## config.mk

```make
export PLATFORM = sky130hd
export DESIGN_NAME = lzd_norm_pipe
export DESIGN_NICKNAME = d
export VERILOG_FILES = /design/src/rtl/lzd_pkg.sv /design/src/rtl/lzd_merge_node.sv /design/src/rtl/lzd_norm_pipe.sv
export SDC_FILE = /design/constraint.sdc
export NUM_CORES = 1
export LEC_CHECK = 0
export CAP_MARGIN = 20
export CORE_ASPECT_RATIO = 0.75
export CORE_MARGIN = 4
export CORE_UTILIZATION = 42
export CTS_BUF_LIST = sky130_fd_sc_hd__clkbuf_16
export CTS_CLUSTER_DIAMETER = 100
export DETAILED_ROUTE_END_ITERATION = 10
export SYNTH_ARGS = -nofsm -noshare
export SYNTH_HDL_FRONTEND = slang
export SYNTH_SLANG_ARGS = --single-unit
```

## constraint.sdc

```tcl
create_clock -name clk -period 6.5 [get_ports clk]
set_input_delay 0.65 -clock clk [delete_from_list [all_inputs] [get_ports clk]]
set_output_delay 0.65 -clock clk [all_outputs]
set_load 0.1 [all_outputs]
```

## src/rtl/lzd_pkg.sv

```systemverilog
// lzd_pkg
// Shared derivations for the leading-zero detector / normaliser:
//   lzd_clog2      - ceiling log2 usable in constant expressions
//   lzd_levels     - number of tree levels L for a W-bit word
//   lzd_pad_width  - padded tree width P = 2^L
//   lzd_cnt_width  - count width CW = clog2(W+1)
//   lzd_pad_ones   - number of ones appended at the LSB end (P-W)
package lzd_pkg;

    function automatic int lzd_clog2(input int n);
        int r;
        r = 0;
        while ((1 << r) < n) begin
            r = r + 1;
        end
        return r;
    endfunction

    function automatic int lzd_levels(input int w);
        return lzd_clog2(w);
    endfunction

    function automatic int lzd_pad_width(input int w);
        return 1 << lzd_clog2(w);
    endfunction

    function automatic int lzd_cnt_width(input int w);
        return lzd_clog2(w + 1);
    endfunction

    // Ones below the LSB make an all-zero word count exactly W.
    function automatic int lzd_pad_ones(input int w);
        return lzd_pad_width(w) - w;
    endfunction

endpackage

```

## src/rtl/lzd_merge_node.sv

```systemverilog
// lzd_merge_node
// Merges two (valid, position) pairs of the leading-zero tree.
//   v_hi, p_hi : pair covering the more significant half
//   v_lo, p_lo : pair covering the less significant half
//   v          : any bit set in either half
//   p          : leading-zero count of the merged span (PW+1 bits)
module lzd_merge_node
    import lzd_pkg::*;
#(
    parameter int PW = 1
) (
    input  logic          v_hi,
    input  logic [PW-1:0] p_hi,
    input  logic          v_lo,
    input  logic [PW-1:0] p_lo,
    output logic          v,
    output logic [PW:0]   p
);

    assign v = v_hi | v_lo;
    // If the upper half is empty, the count is half the span plus the
    // lower half's count; the MSB of p supplies the "half the span".
    assign p = {~v_hi, v_hi ? p_hi : p_lo};

endmodule

```

## src/rtl/lzd_norm_pipe.sv

```systemverilog
// lzd_norm_pipe
// Pipelined leading-zero counter and normaliser with a stallable
// valid/ready pipeline and a sideband tag.
//   clk        : system clock, rising edge
//   rst        : asynchronous active-low reset
//   in_valid   : input word valid
//   in_ready   : block can accept a word this cycle
//   in_data    : W-bit word to analyse
//   in_tag     : sideband tag, passed through unchanged
//   out_valid  : result valid
//   out_ready  : downstream accepts result
//   out_cnt    : leading-zero count (W when the word is zero)
//   out_zero   : word was all zeros
//   out_norm   : word shifted left by out_cnt
//   out_tag    : tag of this result
module lzd_norm_pipe
    import lzd_pkg::*;
#(
    parameter  int W         = 61,
    parameter  int PIPELINED = 1,
    parameter  int TAG_W     = 4,
    localparam int CW        = lzd_cnt_width(W)
) (
    input  logic             clk,
    input  logic             rst,
    input  logic             in_valid,
    output logic             in_ready,
    input  logic [W-1:0]     in_data,
    input  logic [TAG_W-1:0] in_tag,
    output logic             out_valid,
    input  logic             out_ready,
    output logic [CW-1:0]    out_cnt,
    output logic             out_zero,
    output logic [W-1:0]     out_norm,
    output logic [TAG_W-1:0] out_tag
);

    localparam int L   = lzd_levels(W);
    localparam int P   = lzd_pad_width(W);
    localparam int PAD = lzd_pad_ones(W);
    // Tree stages plus the normalise stage.
    localparam int NS  = (PIPELINED != 0) ? L + 1 : 2;
    localparam logic [CW-1:0] CNT_ALL = CW'(W);

    logic [P-1:0]  padded;
    logic [NS-1:0] vld;
    logic [NS-1:0] vld_in;
    logic [NS-1:0] ld;
    logic [NS-1:0] en;

    if (PAD > 0) begin : g_pad
        assign padded = {in_data, {PAD{1'b1}}};
    end else begin : g_nopad
        assign padded = in_data;
    end

    // A stage can load when it is empty or anything downstream of it
    // frees up this cycle; computed as a running OR so each bit depends
    // only on valid bits and out_ready.
    always_comb begin
        logic acc;
        acc = out_ready;
        for (int s = NS - 1; s >= 0; s--) begin
            acc   = acc | ~vld[s];
            ld[s] = acc;
        end
    end

    assign vld_in   = {vld[NS-2:0], in_valid};
    // Registers only capture when a real word arrives.
    assign en       = ld & vld_in;
    assign in_ready = ld[0];

    always_ff @(posedge clk or negedge rst) begin
        if (!rst) begin
            vld <= '0;
        end else begin
            for (int s = 0; s < NS; s++) begin
                if (ld[s]) begin
                    vld[s] <= vld_in[s];
                end
            end
        end
    end

    for (genvar k = 1; k <= L; k++) begin : g_lvl
        localparam int N   = P >> k;
        localparam bit REG = (PIPELINED != 0) || (k == L);
        localparam int S   = (PIPELINED != 0) ? k - 1 : 0;

        logic [N-1:0]     v_d;
        logic [N-1:0]     v_o;
        logic [N*k-1:0]   p_d;
        logic [N*k-1:0]   p_o;
        logic [W-1:0]     data_i;
        logic [W-1:0]     data_o;
        logic [TAG_W-1:0] tag_i;
        logic [TAG_W-1:0] tag_o;
        logic             zero_i;
        logic             zero_o;

        if (k == 1) begin : g_leaf
            assign data_i = in_data;
            assign tag_i  = in_tag;
            assign zero_i = (in_data == '0);
            for (genvar i = 0; i < N; i++) begin : g_pair
                assign v_d[i] = padded[2*i+1] | padded[2*i];
                assign p_d[i] = ~padded[2*i+1] & padded[2*i];
            end
        end else begin : g_merge
            assign data_i = g_lvl[k-1].data_o;
            assign tag_i  = g_lvl[k-1].tag_o;
            assign zero_i = g_lvl[k-1].zero_o;
            for (genvar i = 0; i < N; i++) begin : g_node
                lzd_merge_node #(
                    .PW (k - 1)
                ) u_node (
                    .v_hi (g_lvl[k-1].v_o[2*i+1]),
                    .p_hi (g_lvl[k-1].p_o[(2*i+1)*(k-1) +: (k-1)]),
                    .v_lo (g_lvl[k-1].v_o[2*i]),
                    .p_lo (g_lvl[k-1].p_o[(2*i)*(k-1) +: (k-1)]),
                    .v    (v_d[i]),
                    .p    (p_d[i*k +: k])
                );
            end
        end

        if (REG) begin : g_reg
            logic [N-1:0]     v_q;
            logic [N*k-1:0]   p_q;
            logic [W-1:0]     data_q;
            logic [TAG_W-1:0] tag_q;
            logic             zero_q;

            always_ff @(posedge clk or negedge rst) begin
                if (!rst) begin
                    v_q    <= '0;
                    p_q    <= '0;
                    data_q <= '0;
                    tag_q  <= '0;
                    zero_q <= 1'b0;
                end else if (en[S]) begin
                    v_q    <= v_d;
                    p_q    <= p_d;
                    data_q <= data_i;
                    tag_q  <= tag_i;
                    zero_q <= zero_i;
                end
            end

            assign v_o    = v_q;
            assign p_o    = p_q;
            assign data_o = data_q;
            assign tag_o  = tag_q;
            assign zero_o = zero_q;
        end else begin : g_comb
            assign v_o    = v_d;
            assign p_o    = p_d;
            assign data_o = data_i;
            assign tag_o  = tag_i;
            assign zero_o = zero_i;
        end
    end

    logic [CW-1:0]    cnt_tree;
    logic [CW-1:0]    cnt_sel;
    logic [CW-1:0]    cnt_q;
    logic [W-1:0]     norm_q;
    logic [TAG_W-1:0] tag_q;
    logic             zero_q;

    always_comb begin
        cnt_tree        = '0;
        cnt_tree[L-1:0] = g_lvl[L].p_o;
    end

    // With padding the root is always valid; it is empty only when W is a
    // power of two and the word is zero, where the tree count is not W.
    assign cnt_sel = g_lvl[L].v_o[0] ? cnt_tree : CNT_ALL;

    always_ff @(posedge clk or negedge rst) begin
        if (!rst) begin
            cnt_q  <= '0;
            norm_q <= '0;
            tag_q  <= '0;
            zero_q <= 1'b0;
        end else if (en[NS-1]) begin
            cnt_q  <= cnt_sel;
            norm_q <= g_lvl[L].data_o << cnt_sel;
            tag_q  <= g_lvl[L].tag_o;
            zero_q <= g_lvl[L].zero_o;
        end
    end

    assign out_valid = vld[NS-1];
    assign out_cnt   = cnt_q;
    assign out_zero  = zero_q;
    assign out_norm  = norm_q;
    assign out_tag   = tag_q;

endmodule
```

==> impl_results.md <==
- Outcome: complete, no violations
- 1st-pass router iterations: 6
- HP Class: input port to async pin
- Post-synth top cells: dfrtp_1 (656), mux2_2 (406), nand2_1 (284), o21ai_0 (250), mux2i_1 (159)
- Nets: 2570
- Dpl ws: 2880 ps
- Area growth from synthesis to layout: 14.3%
- Grt ovf: 0
- Initial Utilization: 42.6%
- Final worst-path cycle share: 56.9%
- Tot GR Track Use: 20.5%
- Final Slew Violations: 0
- Max incr delay on CP: 1070 ps
- CP cell instances: buf_4 > nand2_1 > nor2_2 > o21ai_0 > o211ai_1
- CP Class: flop to flop
- Routed vias/inst: 5.63
- Cts hold-fix bufs: 0
- # DRC: 0
- Inst Count DP: 3368
- Post-DR wirelength/cell: 21.9 um
- CP Capture Type: flop
- Worst r2r path cells: 5
- Max Buffers Root-to-Sink: 3
- Critical path destination: out_norm[49]
- Row cnt: 83
- RSZ-0062 raised after global routing: no
- Most common cell in the netlist: dfrtp_1
- Crit start category: flop
- Wire length of the first global-routing pass: 119000 um
- Finished Layout Cells: 3483
- Register area share after synthesis: 56.1%
- Net Count, Synth: 2506
- Gpl congestion: 0.923
- Fmax achieved: 270 MHz
- Post-synth top area share: 56.1%
- Final min period: 3700 ps
- Die area: 74100 um2
- EDFF count, synth: 0
- Ant diodes: 0
- Power per Cell Area: 544 nW/um2
- GR Layer Usage met1: 29.8%
- Reg2Reg Capture Point: out_norm[49]
- Async SR Flop Fraction: 100%
- CTS tree: done
- Worst-Skew Late Latency: 600 ps
- Slowest CP cell: nor2_2
- Largest net degree at the start of global routing: 162
- # fillers: 6126
- Fin Hold WS: 125 ps
- Worst Setup SP: g_lvl[6].g_reg.v_q
- Leakage: 14.0 nW
- Top_reg_cell synth: dfrtp_1
- CP required: 7000 ps
- Root Buffer: clkbuf_16
- Final instance area: 33500 um2
- DIE WIDTH: 313 um
- DR vias: 19600
- I/O pins: 143
- Cell Area, Synth: 29300 um2
- Critical path peak fanout: 56
- Origin of the critical flop-to-flop path: g_lvl[6].g_reg.v_q
- Resize count post-CTS: 0
- Vias in the first global route: 19700
- Post-DP HPWL: 52900 um
- Max Cap Viol: 0
- YS warnings: 0
- Total setup buffers inserted after CTS: 0
- Reg clk slew, reported paths: 60 ps
- Mapped Avg Cell Area: 12.0 um2
- Area post-placement: 31400 um2
- Rel. slew slack: 28.7%
- Final WS setup: 2800 ps
- DRT iter0 DRCs: 1830
- H-tree level count: 3
- Max VDD drop: 0.451 mV
- Yosys cell types: 63
- Hold Vio Cnt, Final: 0
- Largest area contributor in the netlist: dfrtp_1
- R2R setup slack: 2800 ps
- Die H: 237 um
- CTS buffer count: 66
- Synth Register Bits: 656
- Layout Skew: 20.7 ps
- Setup Total Neg Slack: 0 ps
- Slew @ Worst Pin: 1070 ps
- Met3 usage: 5.35%
- Detail Route Antenna Nets: 0
- Top post-synthesis cells by area: dfrtp_1 (56%), mux2_2 (16%), mux2i_1 (5.4%), o21ai_0 (4.3%), nand2_1 (3.6%)
- Num Clock Sinks: 656
- Most Used Layer, Global Route: met2
- Layout cells sized above 1: 22.2%
- Worst EP arrival: 4200 ps
- Final setup viols: 0
- M2 GR Usage: 30.7%
- Post-Syn Instances: 2437
- Post-Route WL: 76300 um
- IO buf count: 142
- Core box area: 68700 um2
- Initial antenna violation count: 7
[per-layer routing]
layer  wire (um)  vias to the layer above
met5          19                        -
met4        1620                        2
li1            -                     8885
met2       34000                      547
met1       35400                    10100
met3        5230                      106
[registers in the layout, indices dropped and copies added (netlist names), 6 cells and up]
name,flops
cnt_tree,6
g_lvl.data_o,366
g_lvl.g_reg.p_q,113
g_lvl.g_reg.tag_q,24
g_lvl.g_reg.v_q,62
g_lvl.g_reg.zero_q,6
out_cnt,6
out_norm,61
vld,7
[layout make-up]
type | instances | area (um2) | share of cell area (%)
well taps | 935 | 1170 | 3.49
clock inverters | 47 | 378 | 1.13
flip-flops and latches | 656 | 16400 | 49.0
repair buffers | 172 | 1710 | 5.12
inverters | 6 | 22.5 | 0.0673
multi-input cells | 1599 | 12100 | 36.1
clock buffers | 68 | 1700 | 5.08
[worst max-delay path: cells and delay by family (launching register included)]
kind | cells | cell delay, ps
AO/OA/AOI/OAI | 2 | 430
buffers and inverters | 1 | 580
flip-flops | 1 | 780
AND/OR/NAND/NOR | 2 | 1780
[worst min path at each step]
stage,from,end,slack (ps),depth (start not counted)
floorplan,rst,cnt_tree[0],350,0
global placement,g_lvl[6].g_reg.tag_q[1],out_tag[1],440,2
detailed placement,g_lvl[6].g_reg.tag_q[1],out_tag[1],450,2
CTS,rst,g_lvl[5].data_o[21],190,1
global route,rst,g_lvl[5].data_o[22],190,1
finish,rst,g_lvl[5].data_o[22],120,1
[cells by family after synthesis]
| logic type | synth area share [%] |
|---|---|
| muxes | 22.5 |
| buffers and inverters | 2.87 |
| AOI/OAI and AO/OA | 10.0 |
| DFF | 56.1 |
| and+or+nand+nor | 8.55 |
[report_power, final]
| part | internal, mW | switching, mW | total (mW) |
|---|---|---|---|
| registers | 5.47 | 1.30 | 6.76 |
| logic | 2.92 | 4.84 | 7.77 |
| clock network | 2.11 | 1.60 | 3.70 |
[cell usage in the layout (no fill, tap or decap), types with 10 or more instances in the layout]
master and count:
buf_4 25, nor2b_1 32, mux4_2 19, nand2b_1 41, clkbuf_16 68, nand2_1 279
a22o_1 14, o21ai_0 250, a21oi_1 20, o21ai_1 10, mux2i_1 159, mux2_2 406
nor2_1 102, clkdlybuf4s50_1 141, nor3b_1 27, a22oi_1 44, a211o_1 12, dfrtp_1 654
inv_1 17, o211ai_1 14, o22ai_1 17, o2111ai_1 20, clkinv_1 12
[through the flow]
stage / util [%] / total power [mW]
floorplan: - / 11.9
global placement: 45.7 / 14.3
detailed placement: 45.7 / 14.5
CTS: 48.7 / 18.2
global route: 48.7 / 19.2
finish: 48.7 / 18.2
No activity file was read; power rests on OpenSTA's default activity.
